[config.mk]
export PLATFORM = sky130hd
export DESIGN_NAME = load_store_unit
export DESIGN_NICKNAME = d
export VERILOG_FILES = /design/src/rtl/load_store_unit.sv
export SDC_FILE = /design/constraint.sdc
export NUM_CORES = 1
export LEC_CHECK = 0
export ABC_AREA = 1
export CAP_MARGIN = 20
export CORE_MARGIN = 2
export CORE_UTILIZATION = 35
export CTS_BUF_LIST = sky130_fd_sc_hd__clkbuf_8
export CTS_CLUSTER_SIZE = 24
export DETAILED_ROUTE_END_ITERATION = 8
export PLACE_DENSITY_LB_ADDON = 0.12
export SETUP_SLACK_MARGIN = 0.1
export SLEW_MARGIN = 0
export SYNTH_ARGS = -nofsm -noshare
export SYNTH_HDL_FRONTEND = slang
export SYNTH_SLANG_ARGS = --single-unit
[constraint.sdc]
create_clock -name clk -period 4.98 [get_ports clk]
set_clock_uncertainty 0.2 [all_clocks]
set_input_delay 0.747 -clock clk [delete_from_list [all_inputs] [get_ports clk]]
set_output_delay 0.747 -clock clk [all_outputs]
set_load 0.05 [all_outputs]
[src/rtl/load_store_unit.sv]
// rtl/load_store_unit.sv - RV32I byte/half/word load-store unit over a single-ported word memory
module load_store_unit #(
    parameter int ADDR_WIDTH = 32
) (
    input  logic                  clk,
    input  logic                  rst,
    input  logic                  req_valid,
    output logic                  req_ready,
    input  logic                  req_we,
    input  logic [2:0]            req_funct3,
    input  logic [ADDR_WIDTH-1:0] req_addr,
    input  logic [31:0]           req_wdata,
    output logic                  rsp_valid,
    output logic [31:0]           rsp_rdata,
    output logic                  rsp_err,
    output logic [ADDR_WIDTH-1:0] mem_address,
    output logic                  mem_write_enable,
    output logic [31:0]           mem_write_data,
    input  logic [31:0]           mem_read_data
);

    typedef enum logic [2:0] {
        S_IDLE,
        S_LOAD,
        S_RMW_READ,
        S_WRITE,
        S_RESP
    } state_t;

    state_t                  state_q;
    logic [2:0]              funct3_q;
    logic [ADDR_WIDTH-1:0]   addr_q;
    logic [15:0]             wdata_q;
    logic                    rsp_valid_q;
    logic                    rsp_err_q;
    logic [31:0]             rsp_rdata_q;
    logic [31:0]             mem_wdata_q;

    logic                    req_err_d;
    logic [31:0]             load_result_d;
    logic [31:0]             merged_word_d;
    logic [7:0]              rd_byte;
    logic [15:0]             rd_half;

    // Illegal width code for the direction, or an address not aligned to the access size.
    always_comb begin
        logic legal;
        logic misaligned;
        legal = 1'b0;
        misaligned = 1'b0;
        if (req_we) begin
            legal = (req_funct3 == 3'b000) || (req_funct3 == 3'b001) || (req_funct3 == 3'b010);
        end else begin
            legal = (req_funct3 == 3'b000) || (req_funct3 == 3'b001) || (req_funct3 == 3'b010) ||
                    (req_funct3 == 3'b100) || (req_funct3 == 3'b101);
        end
        case (req_funct3[1:0])
            2'b01:   misaligned = req_addr[0];
            2'b10:   misaligned = (req_addr[1:0] != 2'b00);
            default: misaligned = 1'b0;
        endcase
        req_err_d = !legal || misaligned;
    end

    assign rd_byte = mem_read_data[{addr_q[1:0], 3'b000} +: 8];
    assign rd_half = mem_read_data[{addr_q[1], 4'b0000} +: 16];

    always_comb begin
        load_result_d = mem_read_data;
        case (funct3_q)
            3'b000:  load_result_d = {{24{rd_byte[7]}}, rd_byte};
            3'b001:  load_result_d = {{16{rd_half[15]}}, rd_half};
            3'b100:  load_result_d = {24'h0, rd_byte};
            3'b101:  load_result_d = {16'h0, rd_half};
            default: load_result_d = mem_read_data;
        endcase
    end

    // Sub-word store: splice the new lane into the word just read back.
    always_comb begin
        merged_word_d = mem_read_data;
        if (funct3_q[1:0] == 2'b00) begin
            merged_word_d[{addr_q[1:0], 3'b000} +: 8] = wdata_q[7:0];
        end else begin
            merged_word_d[{addr_q[1], 4'b0000} +: 16] = wdata_q;
        end
    end

    always_ff @(posedge clk) begin
        if (rst) begin
            state_q     <= S_IDLE;
            funct3_q    <= 3'b000;
            addr_q      <= '0;
            wdata_q     <= 16'h0;
            rsp_valid_q <= 1'b0;
            rsp_err_q   <= 1'b0;
            rsp_rdata_q <= 32'h0;
            mem_wdata_q <= 32'h0;
        end else begin
            case (state_q)
                S_IDLE: begin
                    if (req_valid) begin
                        funct3_q    <= req_funct3;
                        addr_q      <= req_addr;
                        wdata_q     <= req_wdata[15:0];
                        rsp_rdata_q <= 32'h0;
                        rsp_err_q   <= req_err_d;
                        if (req_err_d) begin
                            rsp_valid_q <= 1'b1;
                            state_q     <= S_RESP;
                        end else if (!req_we) begin
                            state_q <= S_LOAD;
                        end else if (req_funct3[1:0] == 2'b10) begin
                            mem_wdata_q <= req_wdata;
                            state_q     <= S_WRITE;
                        end else begin
                            state_q <= S_RMW_READ;
                        end
                    end
                end
                S_LOAD: begin
                    rsp_rdata_q <= load_result_d;
                    rsp_valid_q <= 1'b1;
                    state_q     <= S_RESP;
                end
                S_RMW_READ: begin
                    mem_wdata_q <= merged_word_d;
                    state_q     <= S_WRITE;
                end
                S_WRITE: begin
                    rsp_valid_q <= 1'b1;
                    state_q     <= S_RESP;
                end
                S_RESP: begin
                    rsp_valid_q <= 1'b0;
                    state_q     <= S_IDLE;
                end
                default: begin
                    rsp_valid_q <= 1'b0;
                    state_q     <= S_IDLE;
                end
            endcase
        end
    end

    // Reset gates the strobe directly so a write in flight is never committed.
    assign req_ready        = (state_q == S_IDLE) && !rst;
    assign mem_write_enable = (state_q == S_WRITE) && !rst;
    assign mem_address      = {addr_q[ADDR_WIDTH-1:2], 2'b00};
    assign mem_write_data   = mem_wdata_q;
    assign rsp_valid        = rsp_valid_q;
    assign rsp_err          = rsp_err_q;
    assign rsp_rdata        = rsp_rdata_q;

endmodule

==> results of run 1 <==
==> final cells by class <==
type / count / area, µm² / area share
Sequential cell: 120 / 2404 / 0.2589
Clock buffer: 19 / 261.5 / 0.02817
Clock inverter: 13 / 138.9 / 0.01496
Tap cell: 265 / 331.6 / 0.03571
Inverter: 90 / 337.8 / 0.03639
Multi-Input combinational cell: 833 / 3731 / 0.4019
Timing Repair Buffer: 209 / 2077 / 0.2237
Antenna cell: 1 / 2.502 / 0.0002695
==> routing by layer <==
layer / vias to the layer above / share of wire / global-route usage
li1: 3883 / - / -
met1: 3378 / 0.43 / 0.2640
met2: 268 / 0.47 / 0.3509
met3: 27 / 0.084 / 0.06719
met4: 0 / 0.020 / 0.05971
met5: - / 0 / 0
==> worst max-delay path, delay by kind of cell <==
family / cells / cell delay, ns
buffers and inverters: 3 / 1.46
AND/OR/NAND/NOR: 1 / 0.21
==> registers in the layout, indices dropped and copies added (netlist names) <==
name	flops
state_q	3
wdata_q	16
addr_q	32
mem_write_data	32
rsp_err	1
rsp_rdata	32
funct3_q	3
rsp_valid	1
==> power by group through the flow <==
stage / Sequential, µW / Combinational [µW] / Clock (µW)
5_1_grt: 1100 / 1040 / 976
3_5_place_dp: 1110 / 940 / 0
6_report: 1090 / 942 / 919
3_3_place_gp: 1110 / 941 / 0
4_1_cts: 1090 / 943 / 939
2_1_floorplan: 1160 / 632 / 0
==> logic make-up after synthesis <==
family,Yosys count
other,1
adders and majority gates,8
AOI/OAI and AO/OA,262
DFF,120
and+or+nand+nor,561
buffers and inverters,195
==> stage by stage <==
| stage | hold WS [ns] | worst slack, ns | util | power (µW) | std cells |
|---|---|---|---|---|---|
| 2_1_floorplan | 0.2791 | 2.005 | - | 1789 | 1148 |
| 4_1_cts | 0.2648 | 1.582 | 0.4715 | 2969 | 1548 |
| 5_1_grt | 0.2837 | 1.529 | 0.4722 | 3109 | 1549 |
| 3_5_place_dp | 0.2529 | 1.584 | 0.4511 | 2048 | 1516 |
| 6_report | 0.2649 | 1.605 | 0.4724 | 2949 | 1550 |
| 3_3_place_gp | 0.2504 | 1.602 | 0.4511 | 2048 | 1516 |
==> layout by cell type (no fill, tap or decap), types with 3 or more instances in the layout <==
cell type,Yosys,final
a31oi_1,3,3
nand3_1,68,68
clkbuf_8,0,19
nor2_4,2,3
bufinv_16,0,3
nand2_1,267,267
clkinv_2,0,3
clkdlybuf4s50_1,0,200
inv_1,82,86
or2_2,8,8
nor2_1,206,206
ha_1,8,8
o21ai_0,96,96
buf_4,36,8
a21oi_1,147,147
nand2_2,4,4
o211ai_1,8,8
inv_2,8,9
dfxtp_1,120,119
==> final timing paths <==
| kind | start | end | slack [ns] | cells past startpoint |
|---|---|---|---|---|
| worst max register to register | addr_q[0] | mem_write_data[27] | 2.14 | 11 |
| worst min-delay path | rsp_rdata[1] | rsp_rdata[1] | 0.26 | 2 |
| worst max-delay path | rst | mem_write_enable | 1.60 | 4 |
| worst min register to register | rsp_rdata[1] | rsp_rdata[1] | 0.26 | 2 |
==> key figures, run 1 <==
Job
  • # Max-Cap Violations: 0

Detailed routing
  • Vias: 7,556
  • Antenna viol nets, final: 0
  • Routed wirelength normalized by instance count: 14.91 µm
  • DRC violation count after routing: 0
  • Drt first pass iters: 5
  • Number of violations reported at the end of detailed-routing iteration 0: 494
  • Total Routed Length: 23,120 µm
  • Via density per instance: 4.875

Yosys
  • Flip-flop and latch count after synthesis: 120
  • Top cell type's share of synthesized area: 0.3403
  • Adder and majority gate portion of the synthesized area: 0.01418
  • Number of enable flip-flop cells after synthesis: 0
  • Share of synthesized registers carrying an async set or reset: 0
  • Per-instance average area after synthesis: 6.155 µm²
  • Cells after Synth: 1,147
  • Post-synthesis xor/xnor area fraction: 0
  • Most instantiated flip-flop cell in the synthesis netlist: dfxtp_1
  • Commonest cells in the synthesized netlist: nand2_1, nor2_1, a21oi_1
  • Unique cell type count in the Yosys netlist: 31
  • Post-Synth Simple-Gate Area: 0.3194
  • Yosys top cell by area: dfxtp_1
  • Cells taking the most area after synthesis: dfxtp_1, nand2_1, nor2_1, a21oi_1, o21ai_0
  • Top-count cell post-synth: nand2_1
  • Syn Std Cell Area: 7059 µm²
  • Combinational family with the most area after synthesis: simple AND/OR/NAND/NOR gates
  • Mux contribution to synthesized area: 0
  • Number of warnings issued by yosys: 0
  • Compound-cell area share of the yosys netlist: 0.1932
  • Sequential fraction of the synthesis area: 0.3403

Critical path
  • Crit path largest cell delay: 0.82 ns
  • Startpoint class of the critical path: primary input
  • Most used cell along the critical path: clkdlybuf4s50_1
  • Worst endpoint required time: 4.03 ns
  • CP arrival: 2.43 ns
  • Maximum fanout count along the critical path: 37
  • CP Class: in2out
  • Crit end category: output pin
  • Slowest cell on the critical path: clkdlybuf4s50_1
  • Cell-by-cell listing of the critical path: clkdlybuf4s50_1 > buf_4 > nor3_1 > clkdlybuf4s50_1

Clocking
  • Number of hold-repair buffers added at the cts stage: 0
  • Insertion delay to the later sink of the worst-skew pair: 0.45 ns
  • Number of resized instances in the post-cts repair step: 0
  • Num CTS Buffers: 17
  • Clk root buf: clkbuf_8
  • Clock edge transition at the registers on the reported setup and hold paths: 0.08 ns
  • Sinks on Clock Net: 120
  • Number of buffers added for setup after CTS: 0
  • TritonCTS clock tree: yes
  • # H-tree levels: 4
  • Clock Tree Buf Depth: 2

Pwr
  • Part of the power in the clock network: 0.312
  • Switching power summed over all nets: 1096 µW
  • Combinational fraction of design power: 0.319
  • Power density over the cells: 317.6 nW/µm²
  • Internal portion of total power: 1853 µW
  • Static Leakage: 0.003860 µW
  • Relative contribution of sequential cells to total power: 0.369
  • Worst vdd rail ir drop: 185.5 µV
  • Net switching share of the total power: 0.3716

Floorplan
  • Height of the chip: 146.0 µm
  • Starting density of the core: 0.3592
  • Horizontal die dimension: 146.0 µm
  • Number of top-level pins: 203
  • Die Outline Area: 21,320 µm²
  • Rows: 51
  • Core Footprint: 19,650 µm²

Placed design
  • Final estimated routing congestion in global placement: 0.8461
  • Instance area after placement: 8866 µm²
  • Port bufs: 200
  • Final HPWL from detailed placement: 16,190 µm

GRT
  • Pin count of the biggest net entering global routing: 72
  • Number of global-route vias before repair: 6,970
  • Antenna violations before repair: 1
  • Global Route Usage Sum: 0.2112
  • Global-route wire length before repair: 36,490 µm
  • Gr ovfl total: 0

Timing
  • Final setup viols: 0
  • Setup repair after global routing missed its margin: false
  • Final hold viol count: 0
  • Period utilization: 0.6778
  • Worst-margin pin slew: 0.8171 ns
  • Setup TNS Final: 0 ns
  • Shortest period the worst path allows: 3.375 ns
  • Number of pins exceeding their max-slew limit in the final report: 0
  • Max Clock Freq: 296.3 MHz
  • Headroom to the max-slew limit: 0.4553

Cells and area
  • FILL cells: 2,143
  • Post-route cell area: 9284 µm²
  • Synth-to-layout area growth: 31.51%
  • Final #Nets: 1,382
  • Ratio of cells with drive above 1 in the final layout: 0.05062

Worst hold path
  • Worst min path class: reg2reg

Run status
  • Run status: complete, no violations
Note: power is estimated with default switching activity, not from simulation.
==> run 2: changes to the inputs <==
- clock period: 4.98 -> 3 ns (I/O delays scaled with it)
==> run 2 against run 1 <==
Compared with the run above: design area rose by 0.54%; critical path type is now reg2reg; register-to-register slack lost 1.6 ns; die area stayed put; critical endpoint is now mem_write_data[19]; core utilization rose by 0.25 points; highest routed layer unchanged; routed wire length rose by 0.42%.
==> key figures, run 2 (synthesized netlist as in run 1, its figures left out) <==
Pwr
  • Worst vdd rail ir drop: 337.0 µV (was 185.5 µV)
  • Static Leakage: 0.003888 µW (was 0.003860 µW)
  • Power density over the cells: 509.2 nW/µm² (was 317.6 nW/µm²)
  • Total Power: 4753 µW (was 2949 µW)

Timing
  • Setup repair after global routing missed its margin: false (unchanged)
  • Setup TNS Final: 0 ns (unchanged)
  • Hold Worst Slack: 0.2644 ns (was 0.2649 ns)
  • Shortest period the worst path allows: 2.468 ns
  • Headroom to the max-slew limit: 0.4059 (was 0.4553)
  • Final setup viols: 0 (unchanged)
  • Period utilization: 0.8228
  • Number of pins exceeding their max-slew limit in the final report: 0 (unchanged)
  • Max Clock Freq: 405.1 MHz
  • Final hold viol count: 0 (unchanged)
  • Worst-margin pin slew: 0.8886 ns (was 0.8171 ns)

Clocking
  • Clock edge transition at the registers on the reported setup and hold paths: 0.07 ns (was 0.08 ns)
  • Number of resized instances in the post-cts repair step: 0 (unchanged)
  • Number of buffers added for setup after CTS: 0 (unchanged)
  • # H-tree levels: 4 (unchanged)
  • Number of hold-repair buffers added at the cts stage: 0 (unchanged)
  • TritonCTS clock tree: yes (unchanged)
  • Clock Tree Buf Depth: 2 (unchanged)
  • Insertion delay to the later sink of the worst-skew pair: 0.45 ns (about the same)
  • Clk root buf: clkbuf_8 (unchanged)
  • Sinks on Clock Net: 120 (unchanged)
  • Num CTS Buffers: 17 (unchanged)

GRT
  • Global-route wire length before repair: 37,280 µm (was 36,490 µm)
  • Gr ovfl total: 0 (unchanged)
  • Pin count of the biggest net entering global routing: 86 (was 72)
  • Antenna violations before repair: 0 (was 1)
  • Global Route Usage Sum: 0.2162 (was 0.2112)
  • Number of global-route vias before repair: 7,183 (was 6,970)

Critical path
  • Slowest cell on the critical path: dfxtp_2 (was clkdlybuf4s50_1)
  • Maximum fanout count along the critical path: 18 (was 37)
  • CP arrival: 2.66 ns (was 2.43 ns)
  • Reg-to-reg startpoint: addr_q[1] (was addr_q[0])
  • Startpoint class of the critical path: register (was primary input)
  • CP Class: reg2reg (was in2out)
  • Cell-by-cell listing of the critical path: inv_2 > ha_1 > inv_1 > nand2_1 > o21ai_0 > nand2_1 > a21oi_1 > nor2_1 > nor2_1 (was clkdlybuf4s50_1 > buf_4 > nor3_1 > clkdlybuf4s50_1)
  • Crit. Startpoint: addr_q[1] (was rst)
  • Worst endpoint required time: 3.19 ns (was 4.03 ns)
  • Crit path largest cell delay: 0.50 ns (was 0.82 ns)
  • Crit end category: register (was output pin)

Run status
  • Run status: complete, no violations (unchanged)

Detailed routing
  • Antenna viol nets, final: 0 (unchanged)
  • Vias: 7,569 (was 7,556)
  • Via density per instance: 4.877 (was 4.875)
  • Drt first pass iters: 5 (unchanged)
  • Number of violations reported at the end of detailed-routing iteration 0: 533 (was 494)
  • DRC violation count after routing: 0 (unchanged)
  • Routed wirelength normalized by instance count: 14.96 µm (was 14.91 µm)
  • Total Routed Length: 23,210 µm (was 23,120 µm)

Job
  • # Max-Cap Violations: 0 (unchanged)

Cells and area
  • Antenna diode instance count: 0 (was 1)
  • Ratio of cells with drive above 1 in the final layout: 0.05672 (was 0.05062)
  • Synth-to-layout area growth: 32.22% (was 31.51%)
  • Most common library cell in the layout ignoring fill and taps: nand2_1 (unchanged)
  • FILL cells: 2,143 (unchanged)
  • Final #Nets: 1,391 (was 1,382)
  • Filler-free cell count of the finished design: 1,552 (was 1,550)
  • Final core utilization: 0.4749 (was 0.4724)
  • Leading cell types in the layout, fill and taps excluded: nand2_1, nor2_1, clkdlybuf4s50_1, a21oi_1, dfxtp_1 (unchanged)

Floorplan
  • Rows: 51 (unchanged)
  • Die Outline Area: 21,320 µm² (unchanged)
  • Number of top-level pins: 203 (unchanged)
  • Starting density of the core: 0.3592 (unchanged)
  • Height of the chip: 146.0 µm (unchanged)
  • Core Footprint: 19,650 µm² (unchanged)
  • Horizontal die dimension: 146.0 µm (unchanged)

Placed design
  • Final estimated routing congestion in global placement: 0.9178 (was 0.8461)
  • Final HPWL from detailed placement: 16,840 µm (was 16,190 µm)
  • Cell Count Post-Placement: 1,526 (was 1,516)
  • Port bufs: 200 (unchanged)

Worst hold path
  • Worst min path class: reg2reg (unchanged)
  • Hold path startpoint: rsp_rdata[1] (unchanged)
## run 2: cell count changes in the layout (fill, tap and decap cells not counted), sizes merged
cell and change:
buf +11, bufinv -1, clkbuf -1, clkdlybuf4s50 -2, clkinv +1, clkinvlp -2, diode -1, inv -3
## run 2: power by group
group | internal [µW] | switching, µW | total [µW]
Combinational | 546 | 1060 | 1600
Clock | 718 | 625 | 1340
Sequential | 1710 | 91.5 | 1810
Total | 2980 | 1780 | 4750
## run 2: worst max-delay path, delay by kind of cell (launching register included)
family          cells  cell delay (ns)
flops               1             0.50
buf+inv             2             0.59
fa+ha+maj           1             0.33
compound gates      2             0.43
simple gates        4             0.36
## run 2: final timing paths
check / end / slack, ns / depth (start not counted)
setup / recovery: mem_write_data[19] / 0.53 / 9
setup reg to reg: mem_write_data[19] / 0.53 / 9
hold / removal: rsp_rdata[1] / 0.26 / 2
hold reg to reg: rsp_rdata[1] / 0.26 / 2
## run 2: area by class of cell
type | instances | area [µm²] | area share
Tap cell | 265 | 331.6 | 0.03552
Timing Repair Buffer | 218 | 2195 | 0.2351
Clock buffer | 18 | 247.7 | 0.02654
Inverter | 90 | 337.8 | 0.03619
Multi-Input combinational cell | 833 | 3731 | 0.3997
Clock inverter | 8 | 87.58 | 0.009383
Sequential cell | 120 | 2404 | 0.2575
## run 2: metrics by stage
stage	worst slack (ns)	cell area, µm²
floorplan	0.6194	7063
global placement	0.4986	8999
detailed placement	0.4368	8999
CTS	0.5625	9334
global route	0.2382	9334
finish	0.5315	9334
## run 2: layer usage
layer	vias up	global-route usage	routed length, µm
li1	3890	-	-
met1	3376	0.2709	10120
met2	267	0.3524	10630
met3	36	0.07094	1920
met4	0	0.06942	544
met5	-	0	0
